--- src/rtl/pitch_stabilizer.sv ---
// Pitch stabilizer: locks onto a steady FFT peak bin; optional 4-tap averaging under PITCH_AVG_EN.
// Latency: out_valid/out_data follow the triggering sample (or idle timeout) by one clk edge.
// Backpressure: none; every in_valid strobe is consumed in its cycle, out_valid is a one-cycle strobe.
module pitch_stabilizer #(
    parameter int BW             = 10,
    parameter int STABLE_COUNT   = 3,
    parameter int TOL            = 2,
    parameter int MIN_BIN        = 2,
    parameter int TIMEOUT_CYCLES = 1_000_000
) (
    input  logic          clk,
    input  logic          reset,
    input  logic          in_valid,
    input  logic [BW-1:0] in_data,
    output logic          out_valid,
    output logic [BW-1:0] out_data,
    output logic          locked
);

    localparam logic [1:0] IDLE   = 2'd0;
    localparam logic [1:0] TRACK  = 2'd1;
    localparam logic [1:0] LOCKED = 2'd2;

    localparam int CW = $clog2(STABLE_COUNT + 1);
    localparam int IW = $clog2(TIMEOUT_CYCLES + 1);

    logic [1:0]    state;
    logic [BW-1:0] cand;
    logic [CW-1:0] cnt;
    logic [IW-1:0] idle_cnt;

    logic          accept;
    logic          match;
    logic          reload;
    logic          matching;
    logic          timeout_hit;
    logic [BW:0]   diff;
    logic [CW-1:0] cnt_inc;
    logic [BW-1:0] result;

    always_comb begin
        accept = in_valid && (in_data >= BW'(MIN_BIN));
        // Extra bit keeps the absolute difference from wrapping at the top of the bin range.
        if (in_data >= cand)
            diff = {1'b0, in_data} - {1'b0, cand};
        else
            diff = {1'b0, cand} - {1'b0, in_data};
        match       = (diff <= (BW+1)'(TOL));
        reload      = accept && ((state == IDLE) || !match);
        matching    = accept && (state != IDLE) && match;
        cnt_inc     = (cnt == CW'(STABLE_COUNT)) ? cnt : cnt + CW'(1);
        timeout_hit = !in_valid && (state != IDLE) && (idle_cnt == IW'(TIMEOUT_CYCLES - 1));
    end

`ifdef PITCH_AVG_EN
    logic [BW-1:0] hist1, hist2, hist3;
    logic [BW+1:0] sum;

    // Oldest entry drops out, so the output average uses the three newest plus this sample.
    always_comb begin
        sum    = {2'b00, hist1} + {2'b00, hist2} + {2'b00, hist3} + {2'b00, in_data};
        result = sum[BW+1:2];
    end

    always_ff @(posedge clk or posedge reset) begin
        if (reset) begin
            hist1 <= '0;
            hist2 <= '0;
            hist3 <= '0;
        end else if (reload) begin
            hist1 <= in_data;
            hist2 <= in_data;
            hist3 <= in_data;
        end else if (matching) begin
            hist1 <= hist2;
            hist2 <= hist3;
            hist3 <= in_data;
        end
    end
`else
    always_comb result = in_data;
`endif

    always_ff @(posedge clk or posedge reset) begin
        if (reset) begin
            state     <= IDLE;
            cand      <= '0;
            cnt       <= '0;
            idle_cnt  <= '0;
            out_valid <= 1'b0;
            out_data  <= '0;
            locked    <= 1'b0;
        end else begin
            out_valid <= 1'b0;
            // Discarded low bins freeze the idle counter as well as everything else.
            if (accept)
                idle_cnt <= '0;
            else if (!in_valid && (idle_cnt != IW'(TIMEOUT_CYCLES)))
                idle_cnt <= idle_cnt + IW'(1);

            if (reload) begin
                cand   <= in_data;
                cnt    <= CW'(1);
                state  <= TRACK;
                locked <= 1'b0;
            end else if (matching) begin
                cnt <= cnt_inc;
                if ((state == LOCKED) || (cnt_inc == CW'(STABLE_COUNT))) begin
                    state     <= LOCKED;
                    locked    <= 1'b1;
                    out_valid <= 1'b1;
                    out_data  <= result;
                end
            end else if (timeout_hit) begin
                state     <= IDLE;
                cnt       <= '0;
                locked    <= 1'b0;
                out_valid <= 1'b1;
                out_data  <= '0;
            end
        end
    end

endmodule

--- config.mk ---
export PLATFORM = sky130hd
export DESIGN_NAME = pitch_stabilizer
export DESIGN_NICKNAME = d
export VERILOG_FILES = /design/src/rtl/pitch_stabilizer.sv
export SDC_FILE = /design/constraint.sdc
export NUM_CORES = 1
export LEC_CHECK = 0
export CELL_PAD_IN_SITES_DETAIL_PLACEMENT = 1
export CELL_PAD_IN_SITES_GLOBAL_PLACEMENT = 2
export CORE_ASPECT_RATIO = 1.75
export CORE_MARGIN = 3
export CORE_UTILIZATION = 40
export DETAILED_ROUTE_END_ITERATION = 10
export PLACE_DENSITY_LB_ADDON = 0.3
export SLEW_MARGIN = 20
export SYNTH_ARGS = -nofsm -noshare
export SYNTH_HDL_FRONTEND = slang
export SYNTH_SLANG_ARGS = --single-unit
export TNS_END_PERCENT = 5
--- constraint.sdc ---
create_clock -name clk -period 7.3 [get_ports clk]
set_input_delay 0.73 -clock clk [delete_from_list [all_inputs] [get_ports clk]]
set_output_delay 0.73 -clock clk [all_outputs]
set_load 0.05 [all_outputs]
* After elaboration in Yosys (flattened, before gate mapping) *
Cells that the tools add are included.

cells by class
  mux-type cells = 21
  order comparisons = 3
  bitwise gates (word level) = 1
  equality and inequality tests = 7
  reduce and logical (&&, ||, !) cells = 18
  add/sub/neg operators = 4

operators with widths
  kind                   count
  $mux 20                2
  $mux 10                3
  $sub 10x10->11         2
  $add 20x1->20 const B  1
  $eq 20x20->1 const B   1
  $ne 20x20->1 const B   1
  $mux 2                 7
  $le 11x2->1 const B    1
  $mux 11                1
  $ge 10x10->1           1
  $ge 10x2->1 const B    1
  $mux 1                 8
  $logic_and 1x1->1      7
  $eq 2x2->1 const B     3
  $reduce_bool 2->1      3
  $ne 3x2->1 const B     1
  $reduce_and 3->1       1
  $reduce_bool 3->1      1
  $add 2x1->2 const B    1
  $logic_not 1->1        2
  $logic_not 2->1        1
  $logic_or 1x1->1       2
  $ne 2x1->1 const B     1
  $reduce_and 2->1       1
  $not 1->1              1

storage, ports and cells
  output and inout port bits = 12
  register bits after elaboration = 46
  input bits = 13
  logic and storage cells = 61

* Depth between registers and ports, before layout *
Gate-level depths: netlist of the first run.

  depth in word-level cells = 8
  mapped depth = 14
  mapped depth without buffers = 13

* Worst setup path before layout of the first run *
No wires, ideal clock.

  kind = input to register
  start point = input in_data[0]
  end point = register out_data[0]
  path slack = 3.979 ns
  arrival = 3.242 ns
  buffers on the path = 1
  required time = 7.221 ns
  stages on the path = 14
  library setup time = 0.079 ns
  cell sequence = inv_1 ha_1 inv_1 fa_1 a211oi_2 nor2_1 or2_1 o21ba_2 o31ai_1 a22oi_1 and4bb_4 o211a_1 buf_6 mux2i_1

between the ends
  cells in the longest elaborated chain, start to end = 8
  elaborated cells between the ends (all ways) = 18
  those cells by class = add/sub (2); order compare (3); eq/ne (1); mux (3); bitwise (1); reduce/logical (8)

ends and longest elaborated chain
  what                                    RTL line  text
  from (decl)                             14        input logic [BW-1:0] in_data,
  $sub 10x10->11 (tied with other cells)  47        diff = {1'b0, cand} - {1'b0, in_data};
  $mux 11                                 44        if (in_data >= cand)
  $le 11x2->1                             48        match = (diff <= (BW+1)'(TOL));
  $logic_not 1->1                         49        reload = accept && ((state == IDLE) || !match);
  $logic_or 1x1->1                        49
  $logic_and 1x1->1                       49
  $not 1->1 (no source line)              n/a
  $reduce_and 3->1 (no source line)       n/a
  to (signal assigned)                    112       out_data <= result;
  to (decl)                               16        output logic [BW-1:0] out_data,

Several ways; a longest one is shown, not always the timed one. The select of a mux whose other input is x is not followed.
A chain may end at the register's enable or synchronous reset.

* Final worst setup path of the first run *
  start point = input in_data[0]
  end point = register out_data[1]

Same word-level chain as after synthesis.

==> results_tabular.tex, run 1 <==
\begin{tabular}{lr}
\hline
Metric & Value \\
\hline
\multicolumn{2}{l}{\textbf{Synthesis}} \\
\quad Post-Synth XOR/XNOR Area & slightly below 5\% \\
\quad Cells taking the most area after synthesis & dfrtp\_1 35\%, ha\_1 8.5\%, mux2i\_1 6.8\% \\
\quad Synth unique cells & 60 \\
\quad Instance count of the mapped netlist & around 350 \\
\quad Area fraction of the dominant cell type after synthesis & 35.0\% \\
\quad Dominant cell type by area after synthesis & dfrtp\_1 \\
\quad Post-synthesis cell area & 3220 um\^{}2 \\
\quad Synth Area in Simple Gates & 20.5\% \\
\quad Top FF cell, synth & dfrtp\_1 \\
\quad Seq cells post-synth & 45 \\
\quad YS warnings & 0 \\
\quad Synth Area in Compound Gates & 16.0\% \\
\quad Dominant combinational cell family by area after synthesis & simple AND/OR/NAND/NOR gates \\
\quad Async set or reset register ratio after synthesis & 100\% \\
\quad Post-synth EDFFs & 0 \\
\quad Portion of netlist area occupied by mux cells & 7.19\% \\
\quad Post-synthesis average cell area & 9.12 um\^{}2 \\
\quad Fraction of the mapped netlist area in adder cells & about a tenth \\
\quad Nets in the synthesized netlist & 390 \\
\quad Sequential-to-total area share from yosys stat & 35.0\% \\
\multicolumn{2}{l}{\textbf{Routing}} \\
\quad Average wire per standard cell & 18.2 um \\
\quad Detailed-route wire length & 8350 um \\
\quad Top routing layer used & met4 \\
\quad Via-to-Cell Ratio & 5.76 \\
\quad Routed vias & 2650 \\
\quad Drt first pass iters & 5 \\
\quad Routed wl met2 & 4830 um \\
\quad Met3 wire len & 133 um \\
\quad Antenna-violating nets left & 0 \\
\quad Routed metal-1 wirelength & 3150 um \\
\quad Drt first-iter violations & 84 \\
\quad Remaining routing DRC violations & 0 \\
\multicolumn{2}{l}{\textbf{Worst setup path}} \\
\quad Peak per-stage delay on the critical path & 0.52 ns \\
\quad Critical Path AT & $\sim$4.4 ns \\
\quad Worst setup path category & input port to flop \\
\quad Cell repeated most along the worst path & inv\_1 \\
\quad Worst-path fanout max & 11 \\
\quad Cells traversed along the worst timing path & clkdlybuf4s50\_1, inv\_1, ha\_1, inv\_1, fa\_1, a211oi\_2, nor2\_1, or2\_1, o21ba\_2, o31ai\_1, a22oi\_1, and4bb\_4, o211a\_1, mux2i\_1 \\
\quad Critical Path RT & 7.51 ns \\
\quad Cell at the slowest stage of the critical path & o211a\_1 \\
\quad Critical path startpoint category & input port \\
\quad Critical path endpoint category & flop \\
\multicolumn{2}{l}{\textbf{GRT}} \\
\quad First-pass GRT wire length & 14000 um \\
\quad Number of antenna violations at the first check in global routing & 0 \\
\quad Number of global-route vias before repair & around 2900 \\
\quad Global-route total usage across every layer & 19.6\% \\
\quad Remaining global-route overflow & 0 \\
\quad Pin count of the biggest net entering global routing & 46 \\
\multicolumn{2}{l}{\textbf{Power and ir drop}} \\
\quad Highest ir drop seen on vdd & 0.176 mV \\
\quad Cell leakage power & 1.66 nW \\
\quad Power density normalized to cell area & 194 nW/um\^{}2 \\
\multicolumn{2}{l}{\textbf{STA}} \\
\quad Maximum operating frequency & 239 MHz \\
\quad Final number of max-transition violations & 0 \\
\quad Final count of negative-setup-slack endpoints & 0 \\
\quad Number of hold-slack violations in the final timing report & 0 \\
\quad Slew at the pin closest to its max-slew limit & between 0.9 and 1 ns \\
\quad Unrepaired setup endpoints after global routing & no \\
\quad Final worst clock skew & 0.00669 ns \\
\quad Crit share post-route & 57.3\% \\
\quad Relative slew slack & 35.6\% \\
\quad Worst Setup Slack, final & 3.12 ns \\
\quad Setup total negative slack & 0 ns \\
\quad Min Tclk post-route & between 4 and 5 ns \\
\multicolumn{2}{l}{\textbf{Run}} \\
\quad Max\_cap viols & 0 \\
\multicolumn{2}{l}{\textbf{Floorplan}} \\
\quad Horizontal die dimension & 73.8 um \\
\quad DIE AREA & 9210 um\^{}2 \\
\quad Std cell rows & 42 \\
\quad Core area & between 7000 and 8000 um\^{}2 \\
\quad Die height & 125 um \\
\quad Starting Density & around two fifths \\
\quad I/O pin count & 25 \\
\multicolumn{2}{l}{\textbf{Finish}} \\
\quad Top library cells by usage in the layout, fill and taps aside & 45 x dfrtp\_1, 34 x inv\_1, 28 x nand2\_1 \\
\quad Fillers & 876 \\
\quad Count of inserted antenna diode cells & 0 \\
\quad Commonest non-fill, non-tap cell in the layout & dfrtp\_1 \\
\quad Sequential Area & 1130 um\^{}2 \\
\quad Synth-to-Final Area Change & 13.2\% \\
\quad Area of combinational cells with multiple inputs & 1890 um\^{}2 \\
\quad Nets@finish & about 400 \\
\quad Fraction of final layout cells with drive strength greater than 1 & 5.91\% \\
\multicolumn{2}{l}{\textbf{Clock tree}} \\
\quad Clock buffers created by TritonCTS & 5 \\
\quad Clock sink total & 45 \\
\quad Clock tree from TritonCTS & built \\
\quad Post-cts sizing count & 0 \\
\quad Source-to-sink clock delay at the later pin of the worst-skew pair & 0.29 ns \\
\quad H-tree depth reported by CTS & 2 \\
\quad Buffer depth of the longest clock path & 2 \\
\quad Clock Pin Slew Worst Setup and Hold Paths & 0.06 ns \\
\quad \# hold bufs at CTS & 0 \\
\quad CTS root buffer & clkbuf\_16 \\
\quad Buffer count from post-CTS setup fixing & 0 \\
\multicolumn{2}{l}{\textbf{Place}} \\
\quad Count of input and output buffers & 24 \\
\quad Post-Place Setup Slack & about 2.8 ns \\
\quad Total half-perimeter wirelength after legalization and detailed placement & 6570 um \\
\quad Routability Congestion & 0.900 \\
\multicolumn{2}{l}{\textbf{Status}} \\
\quad Outcome & complete, no violations \\
\multicolumn{2}{l}{\textbf{Worst hold path}} \\
\quad Type of the worst min-delay path & flop to flop \\
\hline
\end{tabular}
[cell usage after synthesis (2+ instances only)]
cell	instances
and3b_1	2
inv_1	35
dfrtp_1	45
nor4b_1	2
nand3_1	10
o21a_1	2
a21o_1	7
nand3b_1	2
and4_1	3
o31ai_1	2
a31oi_1	4
nor4_1	4
or2_2	2
clkbuf_1	5
o211ai_1	3
xor2_1	8
nand2_1	28
mux2i_1	22
nor2b_1	5
xnor2_1	10
ha_1	22
a211oi_1	3
a22o_1	5
o21ai_0	9
o21bai_1	2
or3_1	5
nor2_1	27
and3_1	8
buf_6	4
nand4_1	5
nor3_1	6
a21oi_1	19
buf_2	4
fa_1	2
nand2b_1	6
[path summary, 6_finish.rpt]
| check | startpoint | endpoint | slack (ns) | cells past startpoint |
|---|---|---|---|---|
| max | in_data[0] | out_data[1] | 3.12 | 14 |
| min | out_data[7] | out_data[7] | 0.52 | 2 |
| max reg2reg | cand[0] | out_data[1] | 3.75 | 13 |
| min reg2reg | out_data[7] | out_data[7] | 0.52 | 2 |
| max in group asynchronous | reset | out_valid | 5.71 | 2 |
| min in group asynchronous | reset | out_data[7] | 0.97 | 2 |
[registers in the layout, indices dropped and copies added (netlist names)]
signal     count
cand          10
cnt            2
idle_cnt      20
locked         1
out_data      10
out_valid      1
state          1
[final cells by class]
class | count | area share (%)
well taps | 88 | 3.02
inverters | 35 | 3.60
clock buffers | 7 | 3.91
flip-flops and latches | 45 | 30.9
repair buffers | 25 | 6.80
multi-input cells | 260 | 51.8
[power by group]
group / switching, mW / leakage, nW / internal (mW) / total (mW)
Combinational: 0.124 / 0.999 / 0.0853 / 0.210
Sequential: 0.00984 / 0.593 / 0.262 / 0.271
Clock: 0.0918 / 0.0700 / 0.135 / 0.226
Total: 0.226 / 1.66 / 0.481 / 0.707
[logic make-up (layout without fill, tap and decap cells)]
| logic type | count (synthesis) | in the layout |
|---|---|---|
| buffers and inverters | 48 | 67 |
| AND/OR/NAND/NOR | 122 | 122 |
| multiplexers | 23 | 23 |
| adder cells (fa/ha/maj) | 24 | 24 |
| flip-flops | 45 | 45 |
| XOR/XNOR | 18 | 18 |
| AO/OA/AOI/OAI | 73 | 73 |
[metal layers]
layer	track usage [%]	up-vias
met1	21.1	1330
li1	-	1277
met2	36.3	25
met4	7.58	0
met3	2.91	18
met5	0	-
[worst max-delay path: cells and delay by family]
family / cells / cell delay [ns]
AOI/OAI and AO/OA: 5 / 1.36
and+or+nand+nor: 3 / 0.75
muxes: 1 / 0.26
buffers and inverters: 3 / 0.61
adders and majority gates: 2 / 0.67
[stage by stage]
| stage | util [%] | power (mW) | hold WS [ns] | instance area (um^2) | cells |
|---|---|---|---|---|---|
| 6_report | 47.5 | 0.707 | 0.523 | 3640 | 460 |
| 5_1_grt | 47.5 | 0.747 | 0.564 | 3640 | 460 |
| 4_1_cts | 47.5 | 0.717 | 0.531 | 3640 | 460 |
| 3_5_place_dp | 45.6 | 0.486 | 0.523 | 3500 | 453 |
| 3_3_place_gp | 45.6 | 0.482 | 0.506 | 3500 | 453 |
| 2_1_floorplan | - | 0.430 | 0.489 | 3220 | 353 |
(Power assumes the default switching activity.)
==> run 2, diff against run 1 <==
CORE_UTILIZATION = 37   (was 40)
clock period = 4.21 ns   (was 7.3 ns; I/O delays follow)
==> results_tabular.tex, run 2 (synthesized netlist as in run 1, its figures left out) <==
\begin{tabular}{lr}
\hline
Metric & Value \\
\hline
\multicolumn{2}{l}{\textbf{Status}} \\
\quad Outcome & complete, no violations (unchanged) \\
\multicolumn{2}{l}{\textbf{GRT}} \\
\quad Pin count of the biggest net entering global routing & 46 (unchanged) \\
\quad Remaining global-route overflow & 0 (unchanged) \\
\quad Number of antenna violations at the first check in global routing & 0 (unchanged) \\
\quad Number of global-route vias before repair & 2904 (was 2886) \\
\quad First-pass GRT wire length & 14700 um (was 14000 um) \\
\quad Global-route total usage across every layer & 18.7\% (was 19.6\%) \\
\multicolumn{2}{l}{\textbf{Floorplan}} \\
\quad Die height & 129 um (was 125 um) \\
\quad I/O pin count & 25 (unchanged) \\
\quad Horizontal die dimension & 76.5 um (was 73.8 um) \\
\quad Std cell rows & 44 (was 42) \\
\quad Core area & 8370 um\^{}2 (was 7670 um\^{}2) \\
\quad Starting Density & 38.5\% (was 42.0\%) \\
\quad DIE AREA & 9900 um\^{}2 (was 9210 um\^{}2) \\
\multicolumn{2}{l}{\textbf{Worst setup path}} \\
\quad Reg2reg start & cand[0] (unchanged) \\
\quad Worst-path fanout max & 6 (was 11) \\
\quad Critical Path AT & 3.82 ns (was 4.39 ns) \\
\quad Critical path startpoint category & input port (unchanged) \\
\quad Worst setup path category & input port to flop (unchanged) \\
\quad Critical Path RT & 4.41 ns (was 7.51 ns) \\
\quad Critical Path Start & in\_data[0] (unchanged) \\
\quad Critical path endpoint category & flop (unchanged) \\
\multicolumn{2}{l}{\textbf{STA}} \\
\quad Unrepaired setup endpoints after global routing & no (unchanged) \\
\quad Number of hold-slack violations in the final timing report & 0 (unchanged) \\
\quad Final number of max-transition violations & 0 (unchanged) \\
\quad Relative slew slack & 36.7\% (was 35.6\%) \\
\quad Maximum operating frequency & between 200 and 300 MHz \\
\quad Final worst clock skew & 0.00749 ns (was 0.00669 ns) \\
\quad Min Tclk post-route & approximately 3.6 ns \\
\quad Crit share post-route & around 86\% \\
\quad Slew at the pin closest to its max-slew limit & 0.948 ns (was 0.964 ns) \\
\quad Setup total negative slack & 0 ns (unchanged) \\
\quad Final count of negative-setup-slack endpoints & 0 (unchanged) \\
\multicolumn{2}{l}{\textbf{Routing}} \\
\quad Drt first-iter violations & 57 (was 84) \\
\quad Via-to-Cell Ratio & 5.32 (was 5.76) \\
\quad Drt first pass iters & 4 (was 5) \\
\quad Average wire per standard cell & 17.8 um (was 18.2 um) \\
\quad Remaining routing DRC violations & 0 (unchanged) \\
\quad Antenna-violating nets left & 0 (unchanged) \\
\quad Detailed-route wire length & 8820 um (was 8350 um) \\
\quad Routed vias & 2631 (was 2650) \\
\multicolumn{2}{l}{\textbf{Clock tree}} \\
\quad Post-cts sizing count & 0 (unchanged) \\
\quad Clock Pin Slew Worst Setup and Hold Paths & 0.06 ns (about the same) \\
\quad H-tree depth reported by CTS & 2 (unchanged) \\
\quad Clock sink total & 45 (unchanged) \\
\quad \# hold bufs at CTS & 0 (unchanged) \\
\quad Clock buffers created by TritonCTS & 5 (unchanged) \\
\quad Buffer count from post-CTS setup fixing & 0 (unchanged) \\
\quad Clock tree from TritonCTS & built (unchanged) \\
\quad CTS root buffer & clkbuf\_16 (unchanged) \\
\quad Source-to-sink clock delay at the later pin of the worst-skew pair & 0.29 ns (about the same) \\
\quad Buffer depth of the longest clock path & 2 (unchanged) \\
\multicolumn{2}{l}{\textbf{Place}} \\
\quad Cell count after placement & 487 (was 453) \\
\quad Instance area after placement & 3590 um\^{}2 (was 3500 um\^{}2) \\
\quad Total half-perimeter wirelength after legalization and detailed placement & 6980 um (was 6570 um) \\
\quad Routability Congestion & 0.866 (was 0.900) \\
\quad Count of input and output buffers & 24 (unchanged) \\
\multicolumn{2}{l}{\textbf{Finish}} \\
\quad Count of inserted antenna diode cells & 0 (unchanged) \\
\quad Number of flip-flops in the largest register & 20 (unchanged) \\
\quad Final Instance Area & 3760 um\^{}2 (was 3640 um\^{}2) \\
\quad Register bank with the most flops & idle\_cnt (unchanged) \\
\quad Synth-to-Final Area Change & 16.8\% (was 13.2\%) \\
\quad Largest registers & idle\_cnt (20), cand (10), out\_data (10) (unchanged) \\
\quad Commonest non-fill, non-tap cell in the layout & dfrtp\_1 (unchanged) \\
\quad Fraction of final layout cells with drive strength greater than 1 & 7.89\% (was 5.91\%) \\
\quad Top library cells by usage in the layout, fill and taps aside & 45 x dfrtp\_1, 34 x inv\_1, 28 x nand2\_1 (unchanged) \\
\quad Count of non-filler cells in the finished layout & 495 (was 460) \\
\quad Nets@finish & 416 (was 409) \\
\multicolumn{2}{l}{\textbf{Worst hold path}} \\
\quad Hold Crit Start & state[0] (was out\_data[7]) \\
\quad Type of the worst min-delay path & flop to flop (unchanged) \\
\multicolumn{2}{l}{\textbf{Power and ir drop}} \\
\quad Power density normalized to cell area & 348 nW/um\^{}2 (was 194 nW/um\^{}2) \\
\quad Clock power frac & 35.0\% (was 32.0\%) \\
\quad Seq pwr share & 36.0\% (was 38.4\%) \\
\quad Cell leakage power & 1.71 nW (was 1.66 nW) \\
\quad Highest ir drop seen on vdd & 0.185 mV (was 0.176 mV) \\
\quad Fraction of power consumed by combinational cells & 29.0\% (was 29.6\%) \\
\quad Internal power & 0.906 mW (was 0.481 mW) \\
\quad Total net switching power & 0.404 mW (was 0.226 mW) \\
\quad Fraction of power spent switching nets & 30.8\% (was 31.9\%) \\
\multicolumn{2}{l}{\textbf{Run}} \\
\quad Max\_cap viols & 0 (unchanged) \\
\hline
\end{tabular}
==> run 2: routing by layer <==
metal  share of wire, %  up-vias  global-route usage, %
met5                  0        -                      0
met2                 60       20                   38.3
met1                 37     1319                   19.4
met3                1.2       11                   1.95
li1                   -     1281                      -
met4                2.0        0                   6.72
==> run 2: metrics by stage <==
step | utilization (%) | total power [mW] | worst slack (ns) | hold slack [ns]
global placement | 42.9 | 0.852 | 0.346 | 0.505
finish | 44.9 | 1.31 | 0.590 | 0.531
CTS | 44.9 | 1.33 | 0.586 | 0.536
global route | 44.9 | 1.37 | 0.362 | 0.570
floorplan | - | 0.746 | 1.20 | 0.489
detailed placement | 42.9 | 0.859 | 0.302 | 0.519
==> run 2: final timing paths <==
| check | endpoint | slack [ns] | cells past startpoint |
|---|---|---|---|
| max reg2reg | out_valid | 0.90 | 14 |
| min reg2reg | state[0] | 0.53 | 2 |
| min | state[0] | 0.53 | 2 |
| max in group asynchronous | out_valid | 2.94 | 2 |
| min in group asynchronous | out_data[7] | 0.67 | 2 |
| max | out_data[6] | 0.59 | 15 |
==> run 2: area by class of cell <==
cell class | count | area (um^2)
fill | 1002 | 4610
multi-input combinational | 260 | 1890
sequential | 45 | 1130
timing repair buffer | 32 | 300
tap | 115 | 144
clock buffer | 7 | 143
inverter | 35 | 131
clock inverter | 1 | 30.0
==> run 2: worst max-delay path, cell delays in order <==
cell,delay (ns)
clkdlybuf4s50_1,0.42
inv_1,0.13
ha_1,0.20
inv_1,0.06
fa_1,0.47
a211oi_2,0.21
nor2_1,0.09
or2_1,0.27
o21ba_2,0.23
o31ai_1,0.25
a22oi_1,0.12
and4bb_4,0.39
o211a_1,0.18
buf_4,0.18
mux2i_1,0.21
==> run 2: power by group through the flow <==
stage | logic (mW) | clock network [mW] | registers [mW]
after floorplan | 0.255 | 0 | 0.490
after global placement | 0.374 | 0 | 0.478
after detailed placement | 0.380 | 0 | 0.480
after CTS | 0.381 | 0.473 | 0.472
after global routing | 0.413 | 0.487 | 0.475
final | 0.380 | 0.459 | 0.471
